==> config.mk <==
export PLATFORM = sky130hd
export DESIGN_NAME = etapa_id_ex
export DESIGN_NICKNAME = d
export VERILOG_FILES = /design/src/rtl/etapa_id_ex.sv
export SDC_FILE = /design/constraint.sdc
export NUM_CORES = 1
export LEC_CHECK = 0
export BUFFER_PORTS_ARGS = -buffer_cell sky130_fd_sc_hd__buf_2
export CORE_MARGIN = 5
export CORE_UTILIZATION = 30
export DETAILED_ROUTE_END_ITERATION = 8
export PLACE_DENSITY = 0.57
export SYNTH_ARGS = -nofsm -noshare
export SYNTH_HDL_FRONTEND = slang
export SYNTH_SLANG_ARGS = --single-unit
==> constraint.sdc <==
create_clock -name clk -period 4.75 [get_ports clk]
set_clock_uncertainty 0.1 [all_clocks]
set_input_delay 0.475 -clock clk [delete_from_list [all_inputs] [get_ports clk]]
set_output_delay 0.475 -clock clk [all_outputs]
set_load 0.1 [all_outputs]
==> src/rtl/etapa_id_ex.sv <==
// ID/EX pipeline register with load-use / branch-in-ID stall control; 1-cycle ID->EX latency.
// detener freezes PC and IF/ID while bubbles are inserted; congelar holds all state, limpiar flushes.
module etapa_id_ex #(
  parameter int ANCHO_DATO = 32,
  parameter int ANCHO_CTRL = 8,
  parameter int ANCHO_REG  = 5
) (
  input  logic                  clk,
  input  logic                  rst_n,
  input  logic [ANCHO_REG-1:0]  RsD,
  input  logic [ANCHO_REG-1:0]  RtD,
  input  logic [ANCHO_REG-1:0]  RdD,
  input  logic                  UsaRsD,
  input  logic                  UsaRtD,
  input  logic                  EscRegD,
  input  logic                  LeeMemD,
  input  logic                  EsBranchD,
  input  logic [ANCHO_CTRL-1:0] CtrlD,
  input  logic [ANCHO_DATO-1:0] A_D,
  input  logic [ANCHO_DATO-1:0] B_D,
  input  logic [ANCHO_DATO-1:0] Inm_D,
  input  logic [ANCHO_REG-1:0]  RdMem,
  input  logic                  EscMem,
  input  logic                  congelar,
  input  logic                  limpiar,
  output logic [ANCHO_REG-1:0]  Rs,
  output logic [ANCHO_REG-1:0]  Rt,
  output logic [ANCHO_REG-1:0]  RdEx,
  output logic                  EscMemEx,
  output logic                  LeeMemEx,
  output logic [ANCHO_CTRL-1:0] CtrlEx,
  output logic [ANCHO_DATO-1:0] A_Ex,
  output logic [ANCHO_DATO-1:0] B_Ex,
  output logic [ANCHO_DATO-1:0] Inm_Ex,
  output logic                  detener
);

  logic [1:0] r_contador;
  logic [1:0] w_n;
  logic       w_dep_ex;
  logic       w_dep_mem;
  logic       w_detener;

  function automatic logic dep(input logic [ANCHO_REG-1:0] rd, input logic w,
                               input logic [ANCHO_REG-1:0] rs, input logic usa_rs,
                               input logic [ANCHO_REG-1:0] rt, input logic usa_rt);
    return w && (rd != '0) && ((usa_rs && rd == rs) || (usa_rt && rd == rt));
  endfunction

  always_comb begin
    w_dep_ex  = dep(RdEx, EscMemEx, RsD, UsaRsD, RtD, UsaRtD);
    w_dep_mem = dep(RdMem, EscMem, RsD, UsaRsD, RtD, UsaRtD);
    w_n       = 2'd0;
    // Detection runs only between stalls so an ongoing stall cannot be re-extended.
    if (r_contador == 2'd0) begin
      if (EsBranchD && LeeMemEx && w_dep_ex)       w_n = 2'd2;
      else if (EsBranchD && w_dep_mem)             w_n = 2'd1;
      else if (!EsBranchD && LeeMemEx && w_dep_ex) w_n = 2'd1;
    end
    w_detener = rst_n && ((r_contador != 2'd0) || (w_n != 2'd0));
  end

  assign detener = w_detener;

  always_ff @(posedge clk or negedge rst_n) begin
    if (!rst_n) begin
      r_contador <= 2'd0;
      Rs         <= '0;
      Rt         <= '0;
      RdEx       <= '0;
      EscMemEx   <= 1'b0;
      LeeMemEx   <= 1'b0;
      CtrlEx     <= '0;
      A_Ex       <= '0;
      B_Ex       <= '0;
      Inm_Ex     <= '0;
    end else if (limpiar || (!congelar && w_detener)) begin
      if (limpiar)                 r_contador <= 2'd0;
      else if (r_contador == 2'd0) r_contador <= w_n - 2'd1;
      else                         r_contador <= r_contador - 2'd1;
      Rs       <= '0;
      Rt       <= '0;
      RdEx     <= '0;
      EscMemEx <= 1'b0;
      LeeMemEx <= 1'b0;
      CtrlEx   <= '0;
      A_Ex     <= '0;
      B_Ex     <= '0;
      Inm_Ex   <= '0;
    end else if (!congelar) begin
      Rs       <= RsD;
      Rt       <= RtD;
      RdEx     <= RdD;
      EscMemEx <= EscRegD;
      LeeMemEx <= LeeMemD;
      CtrlEx   <= CtrlD;
      A_Ex     <= A_D;
      B_Ex     <= B_D;
      Inm_Ex   <= Inm_D;
    end
  end

endmodule

* Word level (Yosys, flattened, before mapping) *
Index checks and enable logic that the tools add are counted.

operators by class
  add/sub/neg operators = 2
  equality and inequality tests = 5
  mux-type cells = 24
  reduce and logical (&&, ||, !) cells = 26

operators with widths
  kind                 count
  $mux 32              6
  $mux 5               6
  $eq 5x5->1           4
  $mux 8               2
  $logic_and 1x1->1    15
  $reduce_bool 5->1    2
  $mux 2               4
  $mux 1               6
  $logic_or 1x1->1     4
  $reduce_bool 2->1    2
  $sub 2x1->2 const B  2
  $logic_not 1->1      2
  $logic_not 2->1      1
  $ne 2x1->1 const B   1

word-level totals
  bits in registers = 123
  word-level logic and storage cells = 67

* Longest topological paths before layout *
  depth in word-level cells = 15
  gate-level depth with buffers = 8
  depth with buffers taken out = 6

* Least setup slack after synthesis *
OpenSTA, ideal clock, no wires.

  path type = reg-to-output
  from = register RdEx[4]
  to = output port detener
  arrival = 2590 ps
  required time = 4175 ps
  slack = 1585 ps
  stages on the path, launching flop included = 6
  cells stage by stage = dfrtp_1 > xor2_1 > nor4_1 > a32oi_1 > o22ai_1 > o31a_1

on the way
  longest elaborated chain between the ends = 12
  elaborated cells between the ends (all ways) = 17
  classes of those cells = eq/ne: 2; mux: 4; reduce/logical: 11

RTL lines
  item                    line  source
  start, declared         28    output logic [ANCHO_REG-1:0] RdEx,
  start signal, assigned  93    RdEx <= RdD;
  $eq 5x5->1              47    return w && (rd != '0) && ((usa_rs && rd == rs) || (usa_rt && rd == rt));
  $logic_and 1x1->1       47
  $logic_or 1x1->1        47
  $logic_and 1x1->1 (*)   47
  $logic_and 1x1->1       58    else if (!EsBranchD && LeeMemEx && w_dep_ex) w_n = 2'd1;
  $mux 1                  58
  $mux 1                  57    else if (EsBranchD && w_dep_mem) w_n = 2'd1;
  $mux 2 (*)              56    if (EsBranchD && LeeMemEx && w_dep_ex) w_n = 2'd2;
  $mux 2 (*)              55    if (r_contador == 2'd0) begin
  $reduce_bool 2->1 (*)   60    w_detener = rst_n && ((r_contador != 2'd0) || (w_n != 2'd0));
  $logic_or 1x1->1 (*)    60
  $logic_and 1x1->1 (*)   60
  end, declared           35    output logic detener

Every way passes the cells marked *; elsewhere a longest branch is shown, timed or not.

* Worst setup path in the final report *
Ends and elaborated chain as after synthesis.

==> impl_metrics.csv <==
group,metric,value,unit
sta,whs,14.6,ps
placed_design,hpwlAfterDp,9490,um
worst_setup_path,r2r-end,"B_Ex[9]",
grt,track_usage,0.144,
synthesis,ys.flop_type,"dfrtp_1",
drt,wl,13200,um
drt,vias,3706,
floorplan,num_rows,45,
worst_setup_path,crit_path_max_fanout,5,
worst_setup_path,crit_arrival,2440,ps
cts,htree_levels,4,
drt,drc,0,
drt,drtIter0Drc,107,
synthesis,seq_area_frac_synth,0.660,
sta,setup_ws,1730,ps
final_layout,layout-drive-gt1-share,0.503,
worst_setup_path,rr_worst_depth,6,
floorplan,die_w,135,um
grt,gr-total-overflow,0,
run_status,outcome,"complete, no violations",
drt,wl_per_cell,17.2,um
drt,viasPerCell,4.82,
worst_setup_path,timing.rr.start,"RdEx[3]",
synthesis,syn_nets,449,
grt,grt_antenna_before_repair,3,
grt,grt_pass1_vias,3971,
power,ir_drop,0.000228,V
sta,setup-violations-final,0,
synthesis,async_flop_share,1.00,
sta,rsz0062_at_grt,"false",
final_layout,finalNetCount,702,
cts,cts_setup_buffers,0,
sta,worstMarginPinSlew,892,ps
cts,postCtsHoldBufs,0,
synthesis,ys.warnings.count,0,
placed_design,port_buffers,255,
floorplan,start_util,0.307,
synthesis,avgSynthCellArea,14.8,sq um
synthesis,synth_edf_count,0,
worst_setup_path,worstSetupPathType,"reg -> out",
floorplan,die_area,0.0181,sq mm
placed_design,place_ws,1970,ps
cts,cts_root_buf,"clkbuf_16",
worst_setup_path,end_kind,"output port",
drt,ant_nets,0,
final_layout,final_util,0.438,
flow_run,drv_cap,0,
hold_path,min_path_type,"in -> async",
synthesis,synthCells,315,
grt,grt_pass1_wl,20600,um
grt,grt_max_degree,80,
final_layout,nFillCells,1436,
sta,final-max-slew-violation-count,0,
cts,cts_tree,"built",
final_layout,diodes,0,
synthesis,ys_ff_latch,123,
sta,tns,0,ps
sta,fmax,331,MHz
sta,hold_viol,0,
floorplan,core_area,0.0152,sq mm
sta,fin_crit,3020,ps
sta,slew-limit-headroom,0.404,
synthesis,ys_types,24,
power,power_density,509,mW/mm^2
drt,drt_first_pass_iters,6,
worst_setup_path,cp-start-kind,"flip-flop",
floorplan,io_pins,256,
placed_design,gp_congestion,0.829,
cts,cts_resized,0,
cts,clock_path_buffers,2,
final_layout,area_growth_syn_to_layout,42.8,%
floorplan,die_height,135,um
power,total_power,3.39,mW
worst_setup_path,r2r_slack,2100,ps
worst_setup_path,required,4180,ps
power,power_leakage,3.66,nW
cts,numCtsBuffers,17,
cts,clk_latency,400,ps
cts,clock_sinks,123,
sta,fin_crit_sh,0.635,
synthesis,syn_area,0.00466,sq mm
cts,clk_pin_slew,50,ps
[layout by cell type (no fill, tap or decap), types with 3 or more instances in the layout]
| cell type | synthesis | layout |
|---|---|---|
| bufinv_16 | 0 | 3 |
| xor2_1 | 16 | 16 |
| a22o_1 | 121 | 121 |
| dfrtp_1 | 123 | 123 |
| clkinvlp_4 | 0 | 3 |
| nor4_1 | 4 | 4 |
| buf_4 | 0 | 6 |
| xnor2_1 | 4 | 4 |
| clkbuf_16 | 0 | 17 |
| or4_1 | 3 | 3 |
| buf_2 | 3 | 254 |
| clkbuf_1 | 13 | 3 |
[power by group]
group          internal (mW)  total (mW)  leakage, nW  switching [mW]
sequential              1.13        1.18         1.61          0.0470
combinational          0.165       0.914         1.76           0.749
clock                  0.853        1.30        0.287           0.445
total                   2.15        3.39         3.66            1.24
[layer usage]
metal / global-route usage / vias to the layer above / share of wire
met3: 0.0585 / 25 / 0.088
met1: 0.177 / 1785 / 0.41
met5: 0 / - / 0.0021
met4: 0.0600 / 6 / 0.021
li1: - / 1725 / -
met2: 0.225 / 165 / 0.48
[cells by family (layout without fill, tap and decap cells)]
family,after synthesis,in the layout,share of synthesized area
buf+inv,26,292,0.0378
flops,123,123,0.660
xor+xnor,20,20,0.0376
compound gates,130,130,0.243
simple gates,16,16,0.0217
[cell usage after synthesis, drive strengths merged, types with 2 or more instances]
cell type  count  share of area
xor2          16          0.030
and2           2         0.0027
a32oi          2         0.0038
dfrtp        123           0.66
o21ai          2         0.0030
a22o         121           0.23
xnor2          4         0.0075
nor3b          2         0.0032
nor4           4         0.0054
or4            3         0.0048
clkbuf        13          0.010
o211ai         2         0.0043
buf           13          0.027
[area by class of cell]
| class | count | area, sq um | share of cell area |
|---|---|---|---|
| clock buffer | 22 | 464 | 0.0697 |
| clock inverter | 10 | 140 | 0.0211 |
| multi-input combinational | 166 | 1420 | 0.214 |
| sequential | 123 | 3080 | 0.462 |
| tap | 188 | 235 | 0.0353 |
| timing repair buffer | 260 | 1320 | 0.198 |
[worst max-delay path: stages (launching register included)]
cell,delay (ps)
dfrtp_1,460
xor2_1,190
nor4_1,340
a32oi_1,120
o22ai_1,350
o31a_1,160
buf_2,430
[sequential cells by signal (all words and copies together) (netlist names)]
name	count
A_Ex	32
B_Ex	32
Inm_Ex	32
CtrlEx	8
RdEx	5
Rs	5
Rt	5
r_contador	2
EscMemEx	1
LeeMemEx	1
[metrics by stage]
stage          cell area (sq um)  std cells
2_1_floorplan               4660        315
3_3_place_gp                6050        737
3_5_place_dp                6050        737
4_1_cts                     6660        769
5_1_grt                     6660        769
6_report                    6660        769
[how the worst max path moves through the flow]
stage                  start       end  slack, ps  cells after the start
finish               RdEx[4]   detener       1730                      6
global route         RdEx[4]   detener       1570                      6
CTS                  RdEx[4]   detener       1690                      6
detailed placement  RdMem[1]   B_Ex[6]       1970                      7
global placement    RdMem[1]  B_Ex[24]       2020                      7
floorplan            RdEx[4]   detener       1580                      5
Power figures use the tool's default switching activity.
